## src/rtl/wb_pkg.sv

```systemverilog
// Shared types and constants for the Wishbone stream writer.
//   wb_wr_state_t : controller FSM state encoding
//   DROP_CNT_W    : width of the saturating dropped-word counter
//   clog2_min1    : ceil(log2(n)), never less than 1 (for counter widths)
package wb_pkg;

  localparam int DROP_CNT_W = 8;

  typedef enum logic [1:0] {
    IDLE = 2'd0,
    REQ  = 2'd1,
    GAP  = 2'd2
  } wb_wr_state_t;

  function automatic int clog2_min1(input int n);
    return (n > 1) ? $clog2(n) : 1;
  endfunction

endpackage

```

## src/rtl/sync_fifo.sv

```systemverilog
// Synchronous FIFO with a first-word fall-through head.
//   clk_i, rst_ni : clock, asynchronous active-low reset
//   push_i/wdata_i: write strobe and data (ignored when full)
//   pop_i         : read strobe (ignored when empty)
//   rdata_o       : current head word, valid whenever empty is low
//   level         : occupancy, 0..DEPTH
//   full, empty   : occupancy flags, derived from the registered level
module sync_fifo #(
  parameter int WIDTH = 8,
  parameter int DEPTH = 4
) (
  input  logic                     clk_i,
  input  logic                     rst_ni,
  input  logic                     push_i,
  input  logic [WIDTH-1:0]         wdata_i,
  input  logic                     pop_i,
  output logic [WIDTH-1:0]         rdata_o,
  output logic [$clog2(DEPTH):0]   level,
  output logic                     full,
  output logic                     empty
);

  localparam int AW = $clog2(DEPTH);
  localparam logic [AW:0] LVL_FULL = (AW+1)'(DEPTH);

  logic [WIDTH-1:0] mem_q [DEPTH];
  logic [WIDTH-1:0] mem_d [DEPTH];
  logic [AW-1:0]    wr_ptr_q, wr_ptr_d;
  logic [AW-1:0]    rd_ptr_q, rd_ptr_d;
  logic [AW:0]      level_q, level_d;
  logic             do_push, do_pop;

  assign full    = (level_q == LVL_FULL);
  assign empty   = (level_q == '0);
  assign level   = level_q;
  assign rdata_o = mem_q[rd_ptr_q];

  // DEPTH is a power of two, so the pointers wrap naturally.
  always_comb begin
    do_push  = push_i && !full;
    do_pop   = pop_i && !empty;
    mem_d    = mem_q;
    wr_ptr_d = wr_ptr_q;
    rd_ptr_d = rd_ptr_q;
    level_d  = level_q;
    if (do_push) begin
      mem_d[wr_ptr_q] = wdata_i;
      wr_ptr_d        = wr_ptr_q + 1'b1;
    end
    if (do_pop) begin
      rd_ptr_d = rd_ptr_q + 1'b1;
    end
    case ({do_push, do_pop})
      2'b10:   level_d = level_q + 1'b1;
      2'b01:   level_d = level_q - 1'b1;
      default: level_d = level_q;
    endcase
  end

  always_ff @(posedge clk_i or negedge rst_ni) begin
    if (!rst_ni) begin
      for (int i = 0; i < DEPTH; i++) mem_q[i] <= '0;
      wr_ptr_q <= '0;
      rd_ptr_q <= '0;
      level_q  <= '0;
    end else begin
      mem_q    <= mem_d;
      wr_ptr_q <= wr_ptr_d;
      rd_ptr_q <= rd_ptr_d;
      level_q  <= level_d;
    end
  end

endmodule

```

## src/rtl/wb_stream_writer.sv

```systemverilog
// Drains a valid/ready stream into single-beat Wishbone classic writes.
//   clk_i, rst_ni        : clock, asynchronous active-low reset
//   s_valid_i/s_ready_o  : stream handshake; s_data_i is the word
//   cyc_o/stb_o/we_o     : Wishbone controller strobes (we_o fixed high)
//   dat_o                : write data, held stable for the whole request
//   ack_i/err_i/rty_i    : device responses (err > rty > ack)
//   dat_i                : read data, unused by a write-only controller
//   busy_o               : FIFO held words or a write was in progress
//   err_pulse_o          : one-cycle pulse per dropped word
//   drop_count_o         : saturating count of dropped words
//   level_o              : FIFO occupancy
//
//   state | meaning
//   ------+-----------------------------------------------------------
//   IDLE  | cyc_o low; start a write as soon as the FIFO has a word
//   REQ   | cyc_o/stb_o high with the head word on dat_o; wait response
//   GAP   | cyc_o low for RETRY_GAP cycles after a retry, then reissue
module wb_stream_writer
  import wb_pkg::*;
#(
  parameter int DAT_WIDTH   = 8,
  parameter int FIFO_DEPTH  = 4,
  parameter int MAX_RETRIES = 3,
  parameter int RETRY_GAP   = 2
) (
  input  logic                          clk_i,
  input  logic                          rst_ni,
  input  logic                          s_valid_i,
  output logic                          s_ready_o,
  input  logic [DAT_WIDTH-1:0]          s_data_i,
  output logic                          cyc_o,
  output logic                          stb_o,
  output logic                          we_o,
  output logic [DAT_WIDTH-1:0]          dat_o,
  input  logic                          ack_i,
  input  logic                          err_i,
  input  logic                          rty_i,
  input  logic [DAT_WIDTH-1:0]          dat_i,
  output logic                          busy_o,
  output logic                          err_pulse_o,
  output logic [DROP_CNT_W-1:0]         drop_count_o,
  output logic [$clog2(FIFO_DEPTH):0]   level_o
);

  localparam int RW = clog2_min1(MAX_RETRIES + 1);
  localparam int GW = clog2_min1(RETRY_GAP);
  localparam logic [RW-1:0] MAX_R    = RW'(MAX_RETRIES);
  localparam logic [GW-1:0] GAP_LOAD = GW'(RETRY_GAP - 1);

  wb_wr_state_t            state_q, state_d;
  logic [RW-1:0]           retry_q, retry_d;
  logic [GW-1:0]           gap_q, gap_d;
  logic [DAT_WIDTH-1:0]    dat_q, dat_d;
  logic                    cyc_q, cyc_d;
  logic                    err_pulse_q, err_pulse_d;
  logic                    busy_q, busy_d;
  logic [DROP_CNT_W-1:0]   drop_cnt_q, drop_cnt_d;

  logic                    fifo_push, fifo_pop, drop;
  logic [DAT_WIDTH-1:0]    fifo_head;
  logic [$clog2(FIFO_DEPTH):0] fifo_level;
  logic                    fifo_full, fifo_empty;
  logic                    unused_dat;

  assign unused_dat = ^dat_i;
  assign fifo_push  = s_valid_i && !fifo_full;

  sync_fifo #(
    .WIDTH (DAT_WIDTH),
    .DEPTH (FIFO_DEPTH)
  ) u_fifo (
    .clk_i   (clk_i),
    .rst_ni  (rst_ni),
    .push_i  (fifo_push),
    .wdata_i (s_data_i),
    .pop_i   (fifo_pop),
    .rdata_o (fifo_head),
    .level   (fifo_level),
    .full    (fifo_full),
    .empty   (fifo_empty)
  );

  always_comb begin
    state_d  = state_q;
    retry_d  = retry_q;
    gap_d    = gap_q;
    dat_d    = dat_q;
    fifo_pop = 1'b0;
    drop     = 1'b0;
    case (state_q)
      IDLE: begin
        if (!fifo_empty) begin
          state_d = REQ;
          dat_d   = fifo_head;
        end
      end
      REQ: begin
        if (err_i) begin
          fifo_pop = 1'b1;
          drop     = 1'b1;
          state_d  = IDLE;
        end else if (rty_i) begin
          if (retry_q < MAX_R) begin
            retry_d = retry_q + 1'b1;
            gap_d   = GAP_LOAD;
            state_d = GAP;
          end else begin
            // retries exhausted: the word is abandoned like an error
            fifo_pop = 1'b1;
            drop     = 1'b1;
            state_d  = IDLE;
          end
        end else if (ack_i) begin
          fifo_pop = 1'b1;
          state_d  = IDLE;
        end
      end
      GAP: begin
        if (gap_q == '0) state_d = REQ;
        else             gap_d   = gap_q - 1'b1;
      end
      default: state_d = IDLE;
    endcase
    if (fifo_pop) retry_d = '0;

    // cyc is registered from the next state so it changes right after the edge
    cyc_d       = (state_d == REQ);
    err_pulse_d = drop;
    drop_cnt_d  = drop_cnt_q;
    if (drop && (drop_cnt_q != '1)) drop_cnt_d = drop_cnt_q + 1'b1;
    busy_d      = !fifo_empty || (state_q != IDLE);
  end

  always_ff @(posedge clk_i or negedge rst_ni) begin
    if (!rst_ni) begin
      state_q     <= IDLE;
      retry_q     <= '0;
      gap_q       <= '0;
      dat_q       <= '0;
      cyc_q       <= 1'b0;
      err_pulse_q <= 1'b0;
      busy_q      <= 1'b0;
      drop_cnt_q  <= '0;
    end else begin
      state_q     <= state_d;
      retry_q     <= retry_d;
      gap_q       <= gap_d;
      dat_q       <= dat_d;
      cyc_q       <= cyc_d;
      err_pulse_q <= err_pulse_d;
      busy_q      <= busy_d;
      drop_cnt_q  <= drop_cnt_d;
    end
  end

  assign cyc_o        = cyc_q;
  assign stb_o        = cyc_q;
  assign we_o         = 1'b1;
  assign dat_o        = dat_q;
  assign busy_o       = busy_q;
  assign err_pulse_o  = err_pulse_q;
  assign drop_count_o = drop_cnt_q;
  assign level_o      = fifo_level;
  assign s_ready_o    = !fifo_full;

endmodule

```

## config.mk

```make
export PLATFORM = sky130hd
export DESIGN_NAME = wb_stream_writer
export DESIGN_NICKNAME = d
export VERILOG_FILES = /design/src/rtl/wb_pkg.sv /design/src/rtl/sync_fifo.sv /design/src/rtl/wb_stream_writer.sv
export SDC_FILE = /design/constraint.sdc
export NUM_CORES = 1
export LEC_CHECK = 0
export CAP_MARGIN = 20
export CORE_UTILIZATION = 52
export CTS_CLUSTER_DIAMETER = 200
export DETAILED_ROUTE_END_ITERATION = 6
export PLACE_DENSITY = 0.77
export SKIP_CTS_REPAIR_TIMING = 1
export SYNTH_ARGS = -nofsm -noshare
export SYNTH_HDL_FRONTEND = slang
export SYNTH_SLANG_ARGS = --single-unit
```

## constraint.sdc

```tcl
create_clock -name clk_i -period 2.8 [get_ports clk_i]
set_input_delay 0.42 -clock clk_i [delete_from_list [all_inputs] [get_ports clk_i]]
set_output_delay 0.42 -clock clk_i [all_outputs]
set_load 0.01 [all_outputs]
```

==> impl_metrics.env <==
export IMPL_antenna_found_initial=0
export IMPL_io_buffers=37
export IMPL_rows=27
export IMPL_leakage_nw=1.63
export IMPL_insertion_delay_ps=330
export IMPL_dp_slack_ps=189
export IMPL_syn_instance_count=200
export IMPL_syn_num_nets=230
export IMPL_htree_levels=3
export IMPL_ios=47
export IMPL_globalplace_congestion=0.776
export IMPL_finalSetupTns_ps=0
export IMPL_synth_compound_area_share_pct=2.40
export IMPL_path_clk_slew_ps=60
export IMPL_drc=0
export IMPL_worstMarginPinSlew_ps=674
export IMPL_ys_seq_area_share_pct=52.2
export IMPL_power_density_nw_per_um2=1170
export IMPL_drive_gt1_share_pct=30.2
export IMPL_design_core_area_um2=5540
export IMPL_grt_pass1_vias=1745
export IMPL_synth_simple_gate_area_share_pct=8.94
export IMPL_first_pass_iters=4
export IMPL_vias=1678
export IMPL_cts_sinks=63
export IMPL_hold_class="in -> async"
export IMPL_ant_nets=0
export IMPL_clockBufferDepth=2
export IMPL_cts_tree="yes"
export IMPL_relSlewSlack_pct=55.1
export IMPL_synth_top_family_by_area="multiplexers"
export IMPL_synthAdderAreaFrac_pct=3.56
export IMPL_setup_viol=0
export IMPL_whs_ps=121
export IMPL_syn_area_um2=3020
export IMPL_numCtsBuffers=9
export IMPL_grt_max_degree=36
export IMPL_finalCritPeriodShare_pct=80.5
export IMPL_drt_total_wl_mm=5.08
export IMPL_drt_iter0_drc=72
export IMPL_maxCapViolCount=0
export IMPL_critPathCaptureType="flop"
export IMPL_period_needed_ps=2260
export IMPL_final_setup_skew_ps=4.82
export IMPL_dieArea_um2=6120
export IMPL_syn_mean_instance_area_um2=15.1
export IMPL_outcome="finished clean"
export IMPL_drv_slew=0
export IMPL_die_w_um=78.2
export IMPL_synth_mux_area_share_pct=27.0
export IMPL_required_ps=3060
export IMPL_async_flop_share_pct=100
export IMPL_fp_dieH_um=78.2
export IMPL_critical_path_class="in -> reg"
export IMPL_clock_fmax_mhz=443
export IMPL_via_per_inst=5.24
export IMPL_wl_per_cell_um=15.9
export IMPL_rsz0062_at_grt="false"
export IMPL_fin_nets=274
export IMPL_grt_ovfl_total=0
export IMPL_critPathArrivalTime_ps=2520
export IMPL_startpoint_type="primary input"
export IMPL_ctsRootBufferMaster="clkbuf_8"
export IMPL_timing_hold_violations_final=0
export IMPL_critPathMaxFanout=4
export IMPL_dp_hpwl_mm=3.47
export IMPL_antenna_cells=0
export IMPL_ys_types=41
export IMPL_synth_seq_cells=63
export IMPL_worst_slack_ps=545
export IMPL_start_util_pct=54.6
export IMPL_vdd_drop_max_uv=681
export IMPL_areaGrowthSynthToFinish_pct=19.4
export IMPL_synth_edf_count=0
export IMPL_grt_pass1_wl_mm=8.76
export IMPL_track_usage_pct=19.5
export IMPL_synth_xor_area_share_pct=2.90
export IMPL_yosysWarnings=0
export IMPL_ys_flop_type="dfrtp_1"
-- final cells by class --
cell class	instances	area [um2]
multi-input cells	122	1360
flip-flops and latches	63	1580
fillers	423	1930
clock inverters	1	5.00
well taps	72	90.1
repair buffers	39	393
clock buffers	14	153
inverters	9	33.8
-- registers in the layout, indices dropped and copies added (netlist names) --
register,count
u_fifo.mem_q,32
dat_o,8
drop_count_o,8
u_fifo.level,3
retry_q,2
state_q,2
u_fifo.rd_ptr_q,2
u_fifo.wr_ptr_q,2
busy_o,1
cyc_o,1
err_pulse_o,1
gap_q,1
-- logic make-up (layout without fill, tap and decap cells) --
group,Yosys count,count (layout)
xor+xnor,10,10
fa+ha+maj,8,8
buf+inv,15,63
simple gates,40,40
compound gates,9,9
flops,63,63
other cells,1,1
mux,54,54
-- critical path, cell delays in order --
cell	delay, ps
clkdlybuf4s50_1	510
a21o_1	210
o21a_1	180
and2_1	170
ha_1	200
inv_1	70
fa_1	370
xor2_1	150
nor2_1	110
xor2_1	140
-- report_power, final --
group / switching, mW / total, mW / internal [mW]
logic: 0.668 / 1.86 / 1.19
clock network: 0.316 / 0.656 / 0.340
registers: 0.350 / 1.71 / 1.36
total: 1.33 / 4.23 / 2.89
-- layer usage --
| layer | vias up | share of wire (%) | track usage, % |
|---|---|---|---|
| met5 | - | 0 | 0 |
| met4 | 0 | 2.2 | 11.1 |
| met3 | 10 | 3.0 | 3.95 |
| met2 | 32 | 47 | 28.1 |
| met1 | 842 | 48 | 27.4 |
| li1 | 794 | - | - |
-- layout by cell type, fill, tap and decap left out, types with 2 or more instances in the layout --
cell type and instances:
dfrtp_1 63, clkdlybuf4s50_1 36, mux2_4 32, mux2_2 12
clkbuf_8 10, inv_1 9, mux4_2 8, nor2_1 7
nand2_1 7, ha_1 7, xnor2_1 5, xor2_1 5
nor3_1 4, clkbuf_1 4, nand2b_1 3, nand2_8 3
nand3_1 3, a21o_1 2, o211ai_1 2, mux2i_1 2
nand4_1 2
-- through the flow --
stage	util [%]	instance area (um2)	std cells	power (mW)
floorplan	-	3020	200	3.03
global placement	62.3	3450	305	3.53
detailed placement	62.3	3450	305	3.61
CTS	65.1	3610	320	4.27
global route	65.1	3610	320	4.51
finish	65.1	3610	320	4.23
-- cells in the mapped netlist (2+ instances only) --
cell type  number  share of area (%)
dfrtp_1        63                 52
nand2_8         3                2.0
a21o_1          2               0.50
nand3_1         3               0.50
buf_4           2               0.50
mux2_4         32                 16
mux2_2         12                4.5
inv_1           9                1.1
nand4_1         2               0.41
ha_1            7                2.9
xor2_1          5                1.4
o211ai_1        2               0.50
mux2i_1         2               0.66
mux4_2          8                6.0
nor2_1          7               0.87
nand2_1         7               0.87
nand2b_1        3               0.62
xnor2_1         5                1.4
nor3_1          4               0.66
-- worst paths after layout --
kind                                      start                to  slack, ps  cells past startpoint
max in group asynchronous                rst_ni  u_fifo.mem_q[11]       2070                      2
min in group clk_i                     dat_o[2]          dat_o[2]        500                      1
worst max register to register  u_fifo.level[0]   u_fifo.level[2]        580                      9
worst max-delay path                      rty_i   u_fifo.level[2]        540                     10
worst min register to register         dat_o[2]          dat_o[2]        500                      1
worst min-delay path                     rst_ni             cyc_o        120                      1
Note: power is estimated with default switching activity, not from simulation.
